--- src/rtl/usr_pkg.sv ---
// Shared encodings for the universal shift register and its command sequencer.
package usr_pkg;

    localparam logic [2:0] MODE_HOLD = 3'd0;
    localparam logic [2:0] MODE_SHR  = 3'd1;
    localparam logic [2:0] MODE_SHL  = 3'd2;
    localparam logic [2:0] MODE_LOAD = 3'd3;
    localparam logic [2:0] MODE_ROT  = 3'd4;

    typedef enum logic [1:0] {
        OP_LD_SHR = 2'd0,
        OP_LD_SHL = 2'd1,
        OP_LD_ROT = 2'd2,
        OP_SER_IN = 2'd3
    } op_t;

    typedef enum logic [1:0] {
        ST_IDLE  = 2'd0,
        ST_LOAD  = 2'd1,
        ST_SHIFT = 2'd2,
        ST_DONE  = 2'd3
    } state_t;

    function automatic logic [2:0] shift_mode(input op_t op);
        case (op)
            OP_LD_SHL: shift_mode = MODE_SHL;
            OP_LD_ROT: shift_mode = MODE_ROT;
            default:   shift_mode = MODE_SHR;
        endcase
    endfunction

endpackage

--- src/rtl/usr_step_counter.sv ---
// Loadable down-counter for shift steps; saturates at zero and flags the final step.
module usr_step_counter #(
    parameter int CNT_W = 4
) (
    input  logic             clk,
    input  logic             rst,
    input  logic             load,
    input  logic             en,
    input  logic [CNT_W-1:0] load_value,
    output logic [CNT_W-1:0] cnt,
    output logic             last
);

    logic [CNT_W-1:0] cnt_reg;

    always_ff @(posedge clk or posedge rst) begin
        if (rst) begin
            cnt_reg <= '0;
        end else if (load) begin
            cnt_reg <= load_value;
        end else if (en && (cnt_reg != '0)) begin
            cnt_reg <= cnt_reg - 1'b1;
        end
    end

    assign cnt  = cnt_reg;
    assign last = (cnt_reg == CNT_W'(1));

endmodule

--- src/rtl/usr_cmd_sequencer.sv ---
// Command sequencer: turns one accepted command into a cycle-by-cycle MODE/P_in/S_in
// stream for the universal shift register. Outputs reflect the state just left.
module usr_cmd_sequencer
    import usr_pkg::*;
#(
    parameter int WIDTH = 4,
    parameter int CNT_W = 4
) (
    input  logic             clk,
    input  logic             rst,
    input  logic             cmd_valid,
    output logic             cmd_ready,
    input  logic [1:0]       cmd_op,
    input  logic [WIDTH-1:0] cmd_data,
    input  logic [CNT_W-1:0] cmd_count,
    output logic [2:0]       MODE,
    output logic [WIDTH-1:0] P_in,
    output logic             S_in,
    output logic             busy,
    output logic             done
);

    state_t           state_reg;
    op_t              op_reg;
    logic [WIDTH-1:0] data_reg;
    logic [CNT_W-1:0] load_value;
    logic [CNT_W-1:0] cnt;
    logic             last;
    logic             accept;

    assign cmd_ready = (state_reg == ST_IDLE);
    assign accept    = cmd_valid && cmd_ready;

    // Serial shift-in can only consume WIDTH bits of cmd_data.
    always_comb begin
        load_value = cmd_count;
        if ((cmd_op == OP_SER_IN) && (32'(cmd_count) > WIDTH)) begin
            load_value = CNT_W'(WIDTH);
        end
    end

    usr_step_counter #(
        .CNT_W(CNT_W)
    ) u_step_counter (
        .clk        (clk),
        .rst        (rst),
        .load       (accept),
        .en         (state_reg == ST_SHIFT),
        .load_value (load_value),
        .cnt        (cnt),
        .last       (last)
    );

    always_ff @(posedge clk or posedge rst) begin
        if (rst) begin
            state_reg <= ST_IDLE;
            op_reg    <= OP_LD_SHR;
            data_reg  <= '0;
            MODE      <= MODE_HOLD;
            P_in      <= '0;
            S_in      <= 1'b0;
            busy      <= 1'b0;
            done      <= 1'b0;
        end else begin
            MODE <= MODE_HOLD;
            S_in <= 1'b0;
            done <= 1'b0;
            case (state_reg)
                ST_IDLE: begin
                    if (accept) begin
                        op_reg   <= op_t'(cmd_op);
                        data_reg <= cmd_data;
                        busy     <= 1'b1;
                        if (cmd_op != OP_SER_IN) begin
                            state_reg <= ST_LOAD;
                        end else if (load_value == '0) begin
                            state_reg <= ST_DONE;
                        end else begin
                            state_reg <= ST_SHIFT;
                        end
                    end
                end
                ST_LOAD: begin
                    MODE      <= MODE_LOAD;
                    P_in      <= data_reg;
                    state_reg <= (cnt == '0) ? ST_DONE : ST_SHIFT;
                end
                ST_SHIFT: begin
                    MODE <= shift_mode(op_reg);
                    // Serial source is consumed LSB first by shifting the latched word.
                    if (op_reg == OP_SER_IN) begin
                        S_in     <= data_reg[0];
                        data_reg <= data_reg >> 1;
                    end
                    if (last) begin
                        state_reg <= ST_DONE;
                    end
                end
                default: begin
                    done      <= 1'b1;
                    busy      <= 1'b0;
                    state_reg <= ST_IDLE;
                end
            endcase
        end
    end

endmodule
--- config.mk ---
export PLATFORM = sky130hd
export DESIGN_NAME = usr_cmd_sequencer
export DESIGN_NICKNAME = d
export VERILOG_FILES = /design/src/rtl/usr_pkg.sv /design/src/rtl/usr_step_counter.sv /design/src/rtl/usr_cmd_sequencer.sv
export SDC_FILE = /design/constraint.sdc
export NUM_CORES = 1
export LEC_CHECK = 0
export CORE_MARGIN = 2
export CORE_UTILIZATION = 49
export DETAILED_ROUTE_END_ITERATION = 16
export GPL_TIMING_DRIVEN = 0
export PLACE_DENSITY = 0.77
export SYNTH_ARGS = -nofsm -noshare
export SYNTH_HDL_FRONTEND = slang
export SYNTH_SLANG_ARGS = --single-unit
--- constraint.sdc ---
create_clock -name clk -period 2.3 [get_ports clk]
set_clock_uncertainty 0.15 [all_clocks]
set_input_delay 0.46 -clock clk [delete_from_list [all_inputs] [get_ports clk]]
set_output_delay 0.46 -clock clk [all_outputs]
set_load 0.02 [all_outputs]
==> parameters.txt <==
Parameter                              Value

Setup path
  Startpoint of the worst register-to-register path    state_reg[0]
  Type of the worst setup path    reg -> out
  Critical path startpoint category    flip-flop
  Worst setup path start    state_reg[0]
  Crit-path max FO    7
  Endpoint kind of the worst setup timing path    output pin
  Data arrival time at the worst-slack endpoint    roughly 1500 ps
  WP data required    approximately 1700 ps

Logic synthesis
  Largest cells by area after synthesis    sky130_fd_sc_hd__dfrtp_1 49%, sky130_fd_sc_hd__ha_1 11%, sky130_fd_sc_hd__mux2_2 8.0%, sky130_fd_sc_hd__a21oi_1 7.1%, sky130_fd_sc_hd__mux2i_1 4.4%
  Top-area cell type share of the netlist area    a little under 50%
  Number of unique standard cell types used by synthesis    23
  Cell area after technology mapping    0.001126 mm2
  Net count after synthesis    130
  Combinational family with the most area after synthesis    compound AO/OA/AOI/OAI gates
  Fraction of synthesized cell area in xor and xnor cells    0.7778%
  Average size of a mapped cell    10.52 um2
  Mux cell area share after synthesis    12.44%
  Post-Synth Simple-Gate Area    9.667%
  Ys Warns    0
  Post-Synth Adder-Cell Area    11.11%
  Leading area contributor after synthesis    sky130_fd_sc_hd__dfrtp_1
  Share of the yosys chip area belonging to registers    between 40% and 50%
  Cell count after synthesis    around 110
  Number of synthesized register bits    22
  Area fraction in compound gates after synthesis    12.67%

Clock tree
  Number of gates resized after cts    1
  Clock sink total    22
  Clock tree from TritonCTS    done
  Count of hold-fix buffers inserted at cts    0
  Depth of the CTS H-tree    1
  Clock latency reported for the late side of the worst-skew pair    310 ps
  Number of clock buffers inserted by TritonCTS    3
  Clock-pin slew on the worst setup and hold paths    roughly 120 ps
  CTS Buffer Depth    2
  Root buffer selected by CTS    sky130_fd_sc_hd__clkbuf_4
  Setup bufs post-CTS    0

Hold path
  Worst hold path class    reg -> reg
  Beginning of the worst hold path    P_in[2]

STA
  Count of endpoints failing hold in the final timing report    0
  Final setup violation count    0
  Total Neg Setup Slack    0 ps
  Period utilisation layout    ~92%
  Smallest setup slack after layout    174.9 ps
  Crit path time final    2125 ps
  Highest achievable clock rate    470.6 MHz
  Worst Max-Slew Pin Slew    799.9 ps
  Final slew viol count    0
  Relative slew margins    46.62%
  RSZ-0062 raised after global routing    no

Finish
  Ratio of cells with drive above 1 in the final layout    a little over a tenth
  Layout area overhead    28.11%
  Diode insertion count for antenna repair    0
  Layout net count    158
  Commonest cells after routing, fill and taps aside    22 x sky130_fd_sc_hd__dfrtp_1, 22 x sky130_fd_sc_hd__clkdlybuf4s50_1, 16 x sky130_fd_sc_hd__a21oi_1

Outcome
  Run status    finished, final reports clean

Die
  Number of cell rows    17
  Width of the die    51.94 um
  Die outline height    51.94 um
  DIE AREA    between 0.002 and 0.003 mm2
  Number of top-level design ports    24
  Core box area    0.002191 mm2
  Initial Util    51.40%

Global route
  Largest net degree at the start of global routing    23
  Congestion Overflow GR    0
  Wire length of the first global-routing pass    approximately 3800 um
  Initial antenna violation count    0
  GRT Util Overall    19.31%
  Number of global-route vias before repair    866

Placed design
  Count of buffers inserted at the top-level ports    23
  Hpwl dp    1615 um
  Worst setup slack after placement    about 250 ps
  Gp weighted congestion    0.7894

Detailed routing
  DRC Markers    0
  Routed len/inst    13.08 um
  Number of vias in the routed layout    846
  First-pass DRT Iterations    6
  Post-DR vias/cell    approximately 5.2
  Post-Route WL    2119 um
  Antenna Violating Nets Remaining    0
  Starting DRT DRC Count    7

Power
  Maximum vdd ir drop    ~870 uV
  Part of the total power dissipated in sequential elements    between 30% and 40%
  LEAKAGE    0.0006698 uW
  Clk pwr share    14.5%
  Comb pwr share    51.4%
  Switching part of the total    39.01%
  Internal power component    approximately 1200 uW
  P_sw    a little under 800 uW
  Total power divided by cell area    ~1400 mW/mm2

Run
  Max Cap Viol    0
[critical path, stage by stage, from the launching register on]
cell,delay [ps]
sky130_fd_sc_hd__dfrtp_1,430
sky130_fd_sc_hd__inv_1,90
sky130_fd_sc_hd__ha_1,310
sky130_fd_sc_hd__dlygate4sd2_1,370
[path summary, 6_finish.rpt]
kind	endpoint	slack, ps	depth (start not counted)
max	cmd_ready	170	3
min	P_in[2]	370	1
max reg2reg	u_step_counter.cnt[3]	440	6
min reg2reg	P_in[2]	370	1
max in group asynchronous	state_reg[1]	1060	2
min in group asynchronous	MODE[2]	440	2
[metal layers]
metal | global-route usage (%) | wire, um | vias to the layer above
li1 | - | - | 422
met1 | 25.84 | 984 | 404
met2 | 30.59 | 1033 | 16
met3 | 2.874 | 63 | 4
met4 | 9.211 | 38 | 0
met5 | 0 | 0 | -
[through the flow]
stage / hold slack (ps) / total power, uW / util [%] / instances / instance area [um2]
after global placement: 340.8 / 1702 / 63.51 / 158 / 1391
final: 371.1 / 2024 / 65.85 / 162 / 1443
after detailed placement: 345.6 / 1747 / 63.51 / 158 / 1391
after global routing: 407.1 / 2205 / 65.85 / 162 / 1443
after CTS: 374.0 / 2042 / 65.85 / 162 / 1443
after floorplan: 299.2 / 1396 / - / 107 / 1126
[cells in the mapped netlist]
library cell,n
sky130_fd_sc_hd__ha_1,10
sky130_fd_sc_hd__o21ai_0,4
sky130_fd_sc_hd__a31oi_1,1
sky130_fd_sc_hd__a311oi_1,1
sky130_fd_sc_hd__a21bo_2,1
sky130_fd_sc_hd__a21oi_1,16
sky130_fd_sc_hd__mux2_2,8
sky130_fd_sc_hd__and3_1,2
sky130_fd_sc_hd__clkbuf_1,1
sky130_fd_sc_hd__dfrtp_1,22
sky130_fd_sc_hd__nand2b_1,1
sky130_fd_sc_hd__or4b_1,1
sky130_fd_sc_hd__inv_1,11
sky130_fd_sc_hd__mux2i_1,5
sky130_fd_sc_hd__nand3_1,1
sky130_fd_sc_hd__xnor2_1,1
sky130_fd_sc_hd__nor3_1,2
sky130_fd_sc_hd__nor2b_1,1
sky130_fd_sc_hd__nor2_1,9
sky130_fd_sc_hd__nor4_1,1
sky130_fd_sc_hd__a22o_1,2
sky130_fd_sc_hd__buf_2,1
sky130_fd_sc_hd__nand2_1,5
[cells by family (layout without fill, tap and decap cells)]
family          after synthesis  count (layout)
compound gates               25              25
xor+xnor                      1               1
fa+ha+maj                    10              10
buf+inv                      13              40
flops                        22              22
mux                          13              13
simple gates                 23              23
[power groups by stage]
| stage | sequential [uW] | combinational [uW] | clock, uW |
|---|---|---|---|
| floorplan | 753 | 643 | 0 |
| global placement | 685 | 1020 | 0 |
| detailed placement | 700 | 1050 | 0 |
| CTS | 690 | 1050 | 302 |
| global route | 714 | 1170 | 322 |
| finish | 690 | 1040 | 294 |
[final cells by class]
class | count | area (um2)
Buffer | 2 | 8.758
Clock buffer | 3 | 22.52
Clock inverter | 1 | 30.03
Fill cell | 172 | 748.2
Inverter | 11 | 41.29
Multi-Input combinational cell | 72 | 525.5
Sequential cell | 22 | 550.5
Tap cell | 28 | 35.03
Timing Repair Buffer | 23 | 229.0
(Power assumes the default switching activity.)
